## src/rtl/bin_stream_tx.sv

```systemverilog
`timescale 1ns/1ps
// bin_stream_tx: turns a byte stream of binary pixels (bit 0 first) into vsync/href/clken/bit
// frame timing. Define BIN_TX_TEST_PATTERN_EN to add a checkerboard pattern selected by pattern_en.
module bin_stream_tx #(
  parameter logic [9:0] IMG_HDISP = 10'd640,
  parameter logic [9:0] IMG_VDISP = 10'd480,
  parameter logic [9:0] H_BLANK   = 10'd160,
  parameter int         VS_LINES  = 2,
  parameter int         VBP_LINES = 20,
  parameter int         VFP_LINES = 23
) (
  input  logic       clk,
  input  logic       rst,
  input  logic       enable,
  input  logic       s_valid,
  input  logic [7:0] s_data,
  output logic       s_ready,
  output logic       tx_vsync,
  output logic       tx_href,
  output logic       tx_clken,
  output logic       tx_img_Bit,
  output logic       frame_done,
  output logic       underflow,
  input  logic       pattern_en
);

  localparam logic [10:0] BLK_LAST = {1'b0, IMG_HDISP} + {1'b0, H_BLANK} - 11'd1;
  localparam logic [10:0] ACT_LAST = {1'b0, IMG_HDISP} - 11'd1;
  localparam logic [10:0] HB_LAST  = {1'b0, H_BLANK} - 11'd1;
  localparam logic [9:0]  VD_LAST  = IMG_VDISP - 10'd1;
  localparam logic [9:0]  VS_LAST  = 10'(VS_LINES - 1);
  localparam logic [9:0]  VBP_LAST = 10'(VBP_LINES - 1);
  localparam logic [9:0]  VFP_LAST = 10'(VFP_LINES - 1);

  typedef enum logic [2:0] {IDLE, VS, VBP, ACT, HBLK, VFP} state_t;

  state_t      state, state_nxt;
  logic [10:0] hcnt, hcnt_nxt;
  logic [9:0]  lcnt, lcnt_nxt, lines_last;
  logic        frame_end;

  logic        pat, pat_nxt;
  logic        load, pop, push, uf_set, flush, pop_nxt, pix, s_ready_nxt;
  logic [7:0]  ld_byte, sr, sr_nxt;
  logic [7:0]  fifo_mem [2];
  logic        wr_ptr, rd_ptr;
  logic [1:0]  cnt, cnt_nxt;

  always_comb begin
    case (state)
      VS:      lines_last = VS_LAST;
      VBP:     lines_last = VBP_LAST;
      default: lines_last = VFP_LAST;
    endcase
  end

  always_ff @(posedge clk) begin
    if (rst) begin
      state <= IDLE;
      hcnt  <= '0;
      lcnt  <= '0;
    end else begin
      state <= state_nxt;
      hcnt  <= hcnt_nxt;
      lcnt  <= lcnt_nxt;
    end
  end

  always_comb begin
    state_nxt = state;
    hcnt_nxt  = hcnt + 11'd1;
    lcnt_nxt  = lcnt;
    frame_end = 1'b0;
    case (state)
      IDLE: begin
        hcnt_nxt = '0;
        lcnt_nxt = '0;
        if (enable) state_nxt = VS;
      end
      VS, VBP, VFP: begin
        if (hcnt == BLK_LAST) begin
          hcnt_nxt = '0;
          lcnt_nxt = lcnt + 10'd1;
          if (lcnt == lines_last) begin
            lcnt_nxt = '0;
            case (state)
              VS:      state_nxt = VBP;
              VBP:     state_nxt = ACT;
              default: begin
                // enable is only honoured here, so a frame is never cut short
                frame_end = 1'b1;
                state_nxt = enable ? VS : IDLE;
              end
            endcase
          end
        end
      end
      ACT: begin
        if (hcnt == ACT_LAST) begin
          hcnt_nxt  = '0;
          state_nxt = HBLK;
        end
      end
      HBLK: begin
        if (hcnt == HB_LAST) begin
          hcnt_nxt = '0;
          if (lcnt == VD_LAST) begin
            lcnt_nxt  = '0;
            state_nxt = VFP;
          end else begin
            lcnt_nxt  = lcnt + 10'd1;
            state_nxt = ACT;
          end
        end
      end
      default: state_nxt = IDLE;
    endcase
  end

`ifdef BIN_TX_TEST_PATTERN_EN
  logic pat_q;
  always_ff @(posedge clk) begin
    if (rst) pat_q <= 1'b0;
    else     pat_q <= pattern_en;
  end
  assign pat     = pat_q;
  assign pat_nxt = pattern_en;
`else
  logic unused_pattern_en;
  assign unused_pattern_en = pattern_en;
  assign pat     = 1'b0;
  assign pat_nxt = 1'b0;
`endif

  // a load point with an empty FIFO substitutes zeros so line timing never stalls
  assign load    = (state == ACT) && (hcnt[2:0] == 3'd0) && !pat;
  assign pop     = load && (cnt != 2'd0);
  assign uf_set  = load && (cnt == 2'd0);
  assign push    = s_valid && s_ready;
  assign ld_byte = pop ? fifo_mem[rd_ptr] : 8'h00;
  assign sr_nxt  = load ? {1'b0, ld_byte[7:1]} : {1'b0, sr[7:1]};
  assign flush   = (state_nxt == IDLE);
  assign cnt_nxt = flush ? 2'd0 : cnt + {1'b0, push} - {1'b0, pop};

  // ready looks one cycle ahead so a full FIFO can still take a byte on a pop cycle
  assign pop_nxt     = (state_nxt == ACT) && (hcnt_nxt[2:0] == 3'd0) && !pat_nxt;
  assign s_ready_nxt = (state_nxt != IDLE) && !pat_nxt && ((cnt_nxt != 2'd2) || pop_nxt);

  always_comb begin
    pix = load ? ld_byte[0] : sr[0];
`ifdef BIN_TX_TEST_PATTERN_EN
    if (pat) pix = hcnt[3] ^ lcnt[3];
`endif
  end

  always_ff @(posedge clk) begin
    if (push) fifo_mem[wr_ptr] <= s_data;
  end

  always_ff @(posedge clk) begin
    if (rst) begin
      wr_ptr <= 1'b0;
      rd_ptr <= 1'b0;
      cnt    <= 2'd0;
      sr     <= 8'h00;
    end else begin
      if (flush) begin
        wr_ptr <= 1'b0;
        rd_ptr <= 1'b0;
      end else begin
        if (push) wr_ptr <= ~wr_ptr;
        if (pop)  rd_ptr <= ~rd_ptr;
      end
      cnt <= cnt_nxt;
      if (state == ACT) sr <= sr_nxt;
    end
  end

  always_ff @(posedge clk) begin
    if (rst) begin
      s_ready    <= 1'b0;
      tx_vsync   <= 1'b0;
      tx_href    <= 1'b0;
      tx_clken   <= 1'b0;
      tx_img_Bit <= 1'b0;
      frame_done <= 1'b0;
      underflow  <= 1'b0;
    end else begin
      s_ready    <= s_ready_nxt;
      tx_vsync   <= (state == VS);
      tx_href    <= (state == ACT);
      tx_clken   <= (state == ACT);
      tx_img_Bit <= (state == ACT) && pix;
      frame_done <= frame_end;
      if (state == VS && hcnt == 11'd0 && lcnt == 10'd0) underflow <= 1'b0;
      else if (uf_set)                                    underflow <= 1'b1;
    end
  end

endmodule

```

## config.mk

```make
export PLATFORM = sky130hd
export DESIGN_NAME = bin_stream_tx
export DESIGN_NICKNAME = d
export VERILOG_FILES = /design/src/rtl/bin_stream_tx.sv
export SDC_FILE = /design/constraint.sdc
export NUM_CORES = 1
export LEC_CHECK = 0
export BUFFER_PORTS_ARGS = -buffer_cell sky130_fd_sc_hd__clkbuf_2
export CAP_MARGIN = 25
export CELL_PAD_IN_SITES_DETAIL_PLACEMENT = 1
export CELL_PAD_IN_SITES_GLOBAL_PLACEMENT = 1
export CORE_MARGIN = 3
export CORE_UTILIZATION = 40
export CTS_CLUSTER_SIZE = 10
export DETAILED_ROUTE_END_ITERATION = 6
export MAX_ROUTING_LAYER = met4
export PLACE_DENSITY_LB_ADDON = 0.1
export SLEW_MARGIN = 20
export SYNTH_ARGS = -nofsm -noshare
export SYNTH_HDL_FRONTEND = slang
export SYNTH_SLANG_ARGS = --single-unit
```

## constraint.sdc

```tcl
create_clock -name clk -period 3.1 [get_ports clk]
set_input_delay 0.62 -clock clk [delete_from_list [all_inputs] [get_ports clk]]
set_output_delay 0.62 -clock clk [all_outputs]
set_load 0.01 [all_outputs]
```

# After elaboration in Yosys (flattened, before gate mapping)
# Memories as Yosys holds them, arrays and structs flattened. A register that Yosys moved wholly into a read port is not among the register bits.
# Cells that the tools add are included.
# op_classes
n_eq_ne	14
bitwise_logic	5
add_sub_neg	4
n_reduce_logical	26
muxes	28
# ops
operator	count
$pmux 11 s4	1
$mux 10	4
$mux 11	3
$pmux 10 s3	1
$eq 11x10->1 const B	2
$mux 3	6
$logic_not 3->1	4
$pmux 3 s4	1
$add 11x1->11 const B	1
$eq 11x8->1 const B	1
$logic_not 11->1	1
$add 10x1->10 const B	1
$eq 10x10->1	1
$eq 10x9->1 const B	1
$logic_not 10->1	1
$pmux 5 s2	1
$eq 3x2->1 const B	3
$logic_and 1x1->1	9
$mux 8	1
$mux 1	7
$mux 7	1
$eq 3x3->1 const B	2
$ne 2x2->1 const B	3
$reduce_bool 3->1	2
other kinds (13)	19
# word_totals
in_bits	13
n_memories	1
ramBits	16
word_cells	91
ff_bits	42
# mem_list
name	depth	word_bits	read_ports	rd_ports_with_merged_regs	wr	line_no	source
fifo_mem	2	8	1	1	1	45	logic [7:0] fifo_mem [2];

# Logic depth before layout (Yosys ltp)
# depth
ltp_word	11
depth_mapped	12
depth_no_buf	12

# Least setup slack after synthesis
# Ideal clock, no wire load.
# synth_path
path_type	register -> register
start	reg hcnt[0]
end	reg s_ready
slack_ns	0.520
arrival_ns	2.494
path_stages_with_launch	13
synth_period_minus_slack_ns	2.580
setup_ns	0.086
required_time_ns	3.014
cell_sequence	dfxtp_1 inv_1 ha_1 nand2_1 nor3_1 ha_1 inv_1 ha_1 xor2_1 xnor2_1 nor2_1 or3_1 a221oi_2
# synth_via
elab_chain_cells	8
# synth_lines
element	line_no	source
start, declared	38	logic [10:0] hcnt, hcnt_nxt;
start signal, assigned	64	hcnt <= hcnt_nxt;
$logic_not 3->1	136	assign load = (state == ACT) && (hcnt[2:0] == 3'd0) && !pat;
$logic_and 1x1->1	136	
$logic_and 1x1->1	137	assign pop = load && (cnt != 2'd0);
via pop	43	logic load, pop, push, uf_set, flush, pop_nxt, pix, s_ready_nxt;
$sub 2x1->2	143	assign cnt_nxt = flush ? 2'd0 : cnt + {1'b0, push} - {1'b0, pop};
$mux 2	143	
$ne 2x2->1	147	assign s_ready_nxt = (state_nxt != IDLE) && !pat_nxt && ((cnt_nxt != 2'd2) || pop_nxt);
$logic_or 1x1->1	147	
$logic_and 1x1->1	147	
end signal, assigned	189	s_ready <= s_ready_nxt;
end, declared	17	output logic s_ready,
# The timed path passes the listed nets, and every way through them passes these cells.
# A chain may end at the register's enable or synchronous reset.

# Final worst setup path
# layout_path
start	reg state[0]
end	reg s_ready
# layout_rtl
element	line_no	source
start, declared	37	state_t state, state_nxt;
start signal, assigned	63	state <= state_nxt;
$eq 3x2->1	136	
$logic_and 1x1->1	136	
$logic_and 1x1->1	137	
via pop	43	
$sub 2x1->2	143	
$mux 2	143	
$ne 2x2->1	147	
$logic_or 1x1->1	147	
$logic_and 1x1->1	147	
# The timed path passes the listed nets, and every way through them passes these cells.

==> report_table.html <==
<table>
<tr><th>Metric</th><th>Value</th></tr>
<tr><th colspan="2">Critical path</th></tr>
<tr><td>Most numerous cell on the critical path</td><td>ha_1</td></tr>
<tr><td>WS Path Type</td><td>flip-flop to flip-flop</td></tr>
<tr><td>Worst path arrival time</td><td>between 2000 and 3000 ps</td></tr>
<tr><td>Data required time of the worst path</td><td>between 3000 and 4000 ps</td></tr>
<tr><td>Worst path bufs/invs</td><td>1</td></tr>
<tr><td>Largest fanout of any net on the critical path</td><td>12</td></tr>
<tr><td>Top Family by Delay on Critical Path</td><td>simple AND/OR/NAND/NOR gates</td></tr>
<tr><td>CP Capture Type</td><td>flip-flop</td></tr>
<tr><td>Cell at the slowest stage of the critical path</td><td>dfxtp_1</td></tr>
<tr><td>Critical path cell sequence</td><td>nand3_1, nor3_1, ha_1, inv_1, ha_1, xor2_1, xnor2_1, nor2_1, or3_1, a221oi_2</td></tr>
<tr><td>Slowest cell delay on critical path</td><td>a little over 600 ps</td></tr>
<tr><td>Kind of launch point of the worst setup path</td><td>flip-flop</td></tr>
<tr><th colspan="2">STA</th></tr>
<tr><td>Post-route worst setup slack</td><td>381 ps</td></tr>
<tr><td>Fin Hold WS</td><td>about 470 ps</td></tr>
<tr><td>Total count of hold-check failures in the final report</td><td>0</td></tr>
<tr><td>Period utilization</td><td>0.877</td></tr>
<tr><td>Transition time of the tightest slew-check pin</td><td>704 ps</td></tr>
<tr><td>Unrepaired setup endpoints after global routing</td><td>false</td></tr>
<tr><td>Number of slew-limit violations in the final report</td><td>0</td></tr>
<tr><td>Fin crit period</td><td>around 2700 ps</td></tr>
<tr><td>Worst max-slew margin expressed relative to the limit</td><td>0.529</td></tr>
<tr><td>Total negative slack for setup checks</td><td>0 ps</td></tr>
<tr><td>Clock skew</td><td>roughly 8 ps</td></tr>
<tr><td>Maximum clock frequency</td><td>approximately 370 MHz</td></tr>
<tr><td>Final Setup Violations</td><td>0</td></tr>
<tr><th colspan="2">Final layout</th></tr>
<tr><td>Layout cells sized above 1</td><td>0.198</td></tr>
<tr><td>Layout Cells excl Fill</td><td>around 410</td></tr>
<tr><td>Number of antenna cells inserted</td><td>0</td></tr>
<tr><td>Synth-to-Final Area Change</td><td>13.2%</td></tr>
<tr><td>Number of fill cells</td><td>between 800 and 900</td></tr>
<tr><td>Final net count</td><td>between 300 and 400</td></tr>
<tr><th colspan="2">Logic synthesis</th></tr>
<tr><td>Cell count after synthesis</td><td>293</td></tr>
<tr><td>Number of distinct library cells after synthesis</td><td>around 60</td></tr>
<tr><td>Register bit count reported by yosys</td><td>58</td></tr>
<tr><td>Yosys Warn Count</td><td>0</td></tr>
<tr><td>Prevailing post-synth register cell</td><td>dfxtp_1</td></tr>
<tr><td>Sequential area share after synthesis</td><td>0.458</td></tr>
<tr><td>Most area-hungry cell type in the Yosys netlist</td><td>dfxtp_1</td></tr>
<tr><td>Ranking of synthesized cells by area</td><td>dfxtp_1 29%, edfxtp_1 17%, nor2_1 5.1%, xor2_1 3.3%, mux2_2 3.1%</td></tr>
<tr><td>Mapped cell area</td><td>between 2000 and 3000 um2</td></tr>
<tr><td>Number of nets produced by synthesis</td><td>312</td></tr>
<tr><td>Async set-reset flop share out of synthesis</td><td>0</td></tr>
<tr><td>Mean post-synth cell area</td><td>a little under 10 um2</td></tr>
<tr><td>Number of synthesized flops with an enable pin</td><td>16</td></tr>
<tr><td>Top cell type's share of synthesized area</td><td>0.291</td></tr>
<tr><th colspan="2">Global routing</th></tr>
<tr><td>Vias in the first global route</td><td>around 2400</td></tr>
<tr><td>Global router's overall resource usage</td><td>0.181</td></tr>
<tr><td>Final global-route overflow total</td><td>0</td></tr>
<tr><td>Global-route wire length before repair</td><td>between 10 and 15 mm</td></tr>
<tr><td>Number of antenna violations at the first check in global routing</td><td>0</td></tr>
<tr><td>Pin count of the biggest net entering global routing</td><td>30</td></tr>
<tr><th colspan="2">Die</th></tr>
<tr><td>Die area</td><td>about 8300 um2</td></tr>
<tr><td>Width of the die</td><td>slightly above 90 um</td></tr>
<tr><td>Effective utilization at floorplan</td><td>0.418</td></tr>
<tr><td>Core Area</td><td>6910 um2</td></tr>
<tr><td>Top-level I/O count</td><td>20</td></tr>
<tr><td>Die Span Y</td><td>91.0 um</td></tr>
<tr><td>Core Rows</td><td>30</td></tr>
<tr><th colspan="2">Placement</th></tr>
<tr><td>Worst slack after detailed placement</td><td>460 ps</td></tr>
<tr><td>HPWL Detailed</td><td>4.79 mm</td></tr>
<tr><td>GPL Wtd Cong</td><td>between 0.8 and 0.9</td></tr>
<tr><td>IO buf count</td><td>18</td></tr>
<tr><td>Placed Instances</td><td>about 400</td></tr>
<tr><th colspan="2">Routing</th></tr>
<tr><td>Final routed wirelength across all metal layers</td><td>approximately 6.7 mm</td></tr>
<tr><td>Total vias in the final route</td><td>about 2300</td></tr>
<tr><td>Per-cell routed wire length</td><td>between 15 and 20 um</td></tr>
<tr><td>Number of vias per cell after detailed routing</td><td>5.49</td></tr>
<tr><td>Antenna Violating Nets Remaining</td><td>0</td></tr>
<tr><td>Drc violations</td><td>0</td></tr>
<tr><td>Initial detailed-routing violation count</td><td>75</td></tr>
<tr><td>Drt pass-1 iters</td><td>4</td></tr>
<tr><th colspan="2">Run</th></tr>
<tr><td>Max-cap check violation count</td><td>0</td></tr>
<tr><th colspan="2">Outcome</th></tr>
<tr><td>Result of the run</td><td>finished clean</td></tr>
<tr><th colspan="2">CTS</th></tr>
<tr><td>CTS H-Tree Depth</td><td>3</td></tr>
<tr><td>TritonCTS buffer count</td><td>9</td></tr>
<tr><td>Hold buffer count at cts</td><td>0</td></tr>
<tr><td>Root Buffer</td><td>clkbuf_8</td></tr>
<tr><td>CTS tree</td><td>yes</td></tr>
<tr><td>Number of gates resized after CTS</td><td>0</td></tr>
<tr><td>CTS clk-pin slew, worst paths</td><td>about 70 ps</td></tr>
<tr><td>Largest buffer count on any clock path</td><td>2</td></tr>
<tr><td>Sink Count</td><td>between 50 and 60</td></tr>
<tr><td>Clock insertion delay at the later pin of the skew report</td><td>about 340 ps</td></tr>
<tr><td># Post-CTS Setup Buffers</td><td>0</td></tr>
<tr><th colspan="2">Pwr</th></tr>
<tr><td>LEAKAGE</td><td>around 1.1 nW</td></tr>
<tr><td>Worst supply voltage drop on vdd</td><td>between 200 and 250 uV</td></tr>
<tr><td>Power per standard cell area</td><td>roughly 500 nW/um2</td></tr>
<tr><th colspan="2">Min path</th></tr>
<tr><td>Tightest Hold Check Type</td><td>primary input to flip-flop</td></tr>
</table>
-- cell families after synthesis --
family	count (synthesis)	share of synthesized area
AO/OA/AOI/OAI	42	0.135
buffers and inverters	26	0.0420
adder cells (fa/ha/maj)	6	0.0260
XOR/XNOR	19	0.0602
AND/OR/NAND/NOR	132	0.237
multiplexers	10	0.0425
flip-flops	58	0.458
-- worst paths after layout --
check | startpoint | end | slack [ps] | cells past startpoint
max reg2reg | state[0] | s_ready | 380 | 10
min | s_data[6] | fifo_mem[0][6] | 470 | 1
min reg2reg | hcnt[0] | hcnt[0] | 480 | 1
max | state[0] | s_ready | 380 | 10
-- synthesized netlist by cell type (all sizes together) (2+ instances only) --
cell type / number
a2111oi: 2
a211o: 2
a211oi: 5
a21oi: 3
a221oi: 8
a22oi: 3
a31oi: 3
a41oi: 2
and2: 2
and3: 10
buf: 7
clkbuf: 7
dfxtp: 42
edfxtp: 16
ha: 6
inv: 12
mux2: 8
mux2i: 2
nand2: 22
nand2b: 4
nand3: 11
nand4: 10
nand4b: 3
nor2: 39
nor3: 15
nor3b: 2
nor4: 5
o21a: 3
o21ai: 4
or3: 2
xnor2: 7
xor2: 12
-- sequential cells by signal (all words and copies together), names as in the netlist, named ones only --
register / flops
fifo_mem: 16
underflow: 1
tx_img_Bit: 1
cnt: 2
frame_done: 1
state: 3
rd_ptr: 1
tx_clken: 1
tx_vsync: 1
wr_ptr: 1
lcnt: 10
hcnt: 11
sr: 7
s_ready: 1
-- power breakdown --
part	switching (mW)	internal, mW
clock network	0.303	0.447
logic	0.0628	0.0357
registers	0.0103	0.790
-- area by class of cell --
type | count | area, um2 | share of cell area
repair buffers | 23 | 128 | 0.0391
well taps | 96 | 120 | 0.0368
clock inverters | 6 | 81.3 | 0.0249
multi-input cells | 209 | 1450 | 0.442
inverters | 12 | 45.0 | 0.0138
flip-flops and latches | 58 | 1320 | 0.404
clock buffers | 10 | 128 | 0.0391
-- stage by stage --
stage	area [um2]	power, mW	util
finish	3270	1.65	0.473
global route	3270	1.72	0.473
CTS	3270	1.67	0.473
detailed placement	3060	0.916	0.443
global placement	3060	0.914	0.443
floorplan	2890	0.884	-
-- cells in the final DEF (no fill, tap or decap), drive strengths merged, types with 3 or more instances in the layout --
master,instances
nor4,5
nand4,10
nand2,22
buf,5
o21ai,4
and3,10
edfxtp,16
a21oi,3
inv,12
ha,6
nor3,15
a31oi,3
mux2,8
nor2,39
xnor2,7
a22oi,3
xor2,12
o21a,3
a221oi,8
nand3,11
nand2b,4
clkinv,3
a211oi,5
clkbuf,28
nand4b,3
dfxtp,42
-- layer usage --
layer | vias to the layer above | part of all wire | track usage
met5 | - | 0 | -
li1 | 1108 | - | -
met4 | 0 | 0.0090 | 0.0565
met3 | 6 | 0.027 | 0.0522
met2 | 31 | 0.49 | 0.288
met1 | 1128 | 0.48 | 0.222
Power figures use the tool's default switching activity.
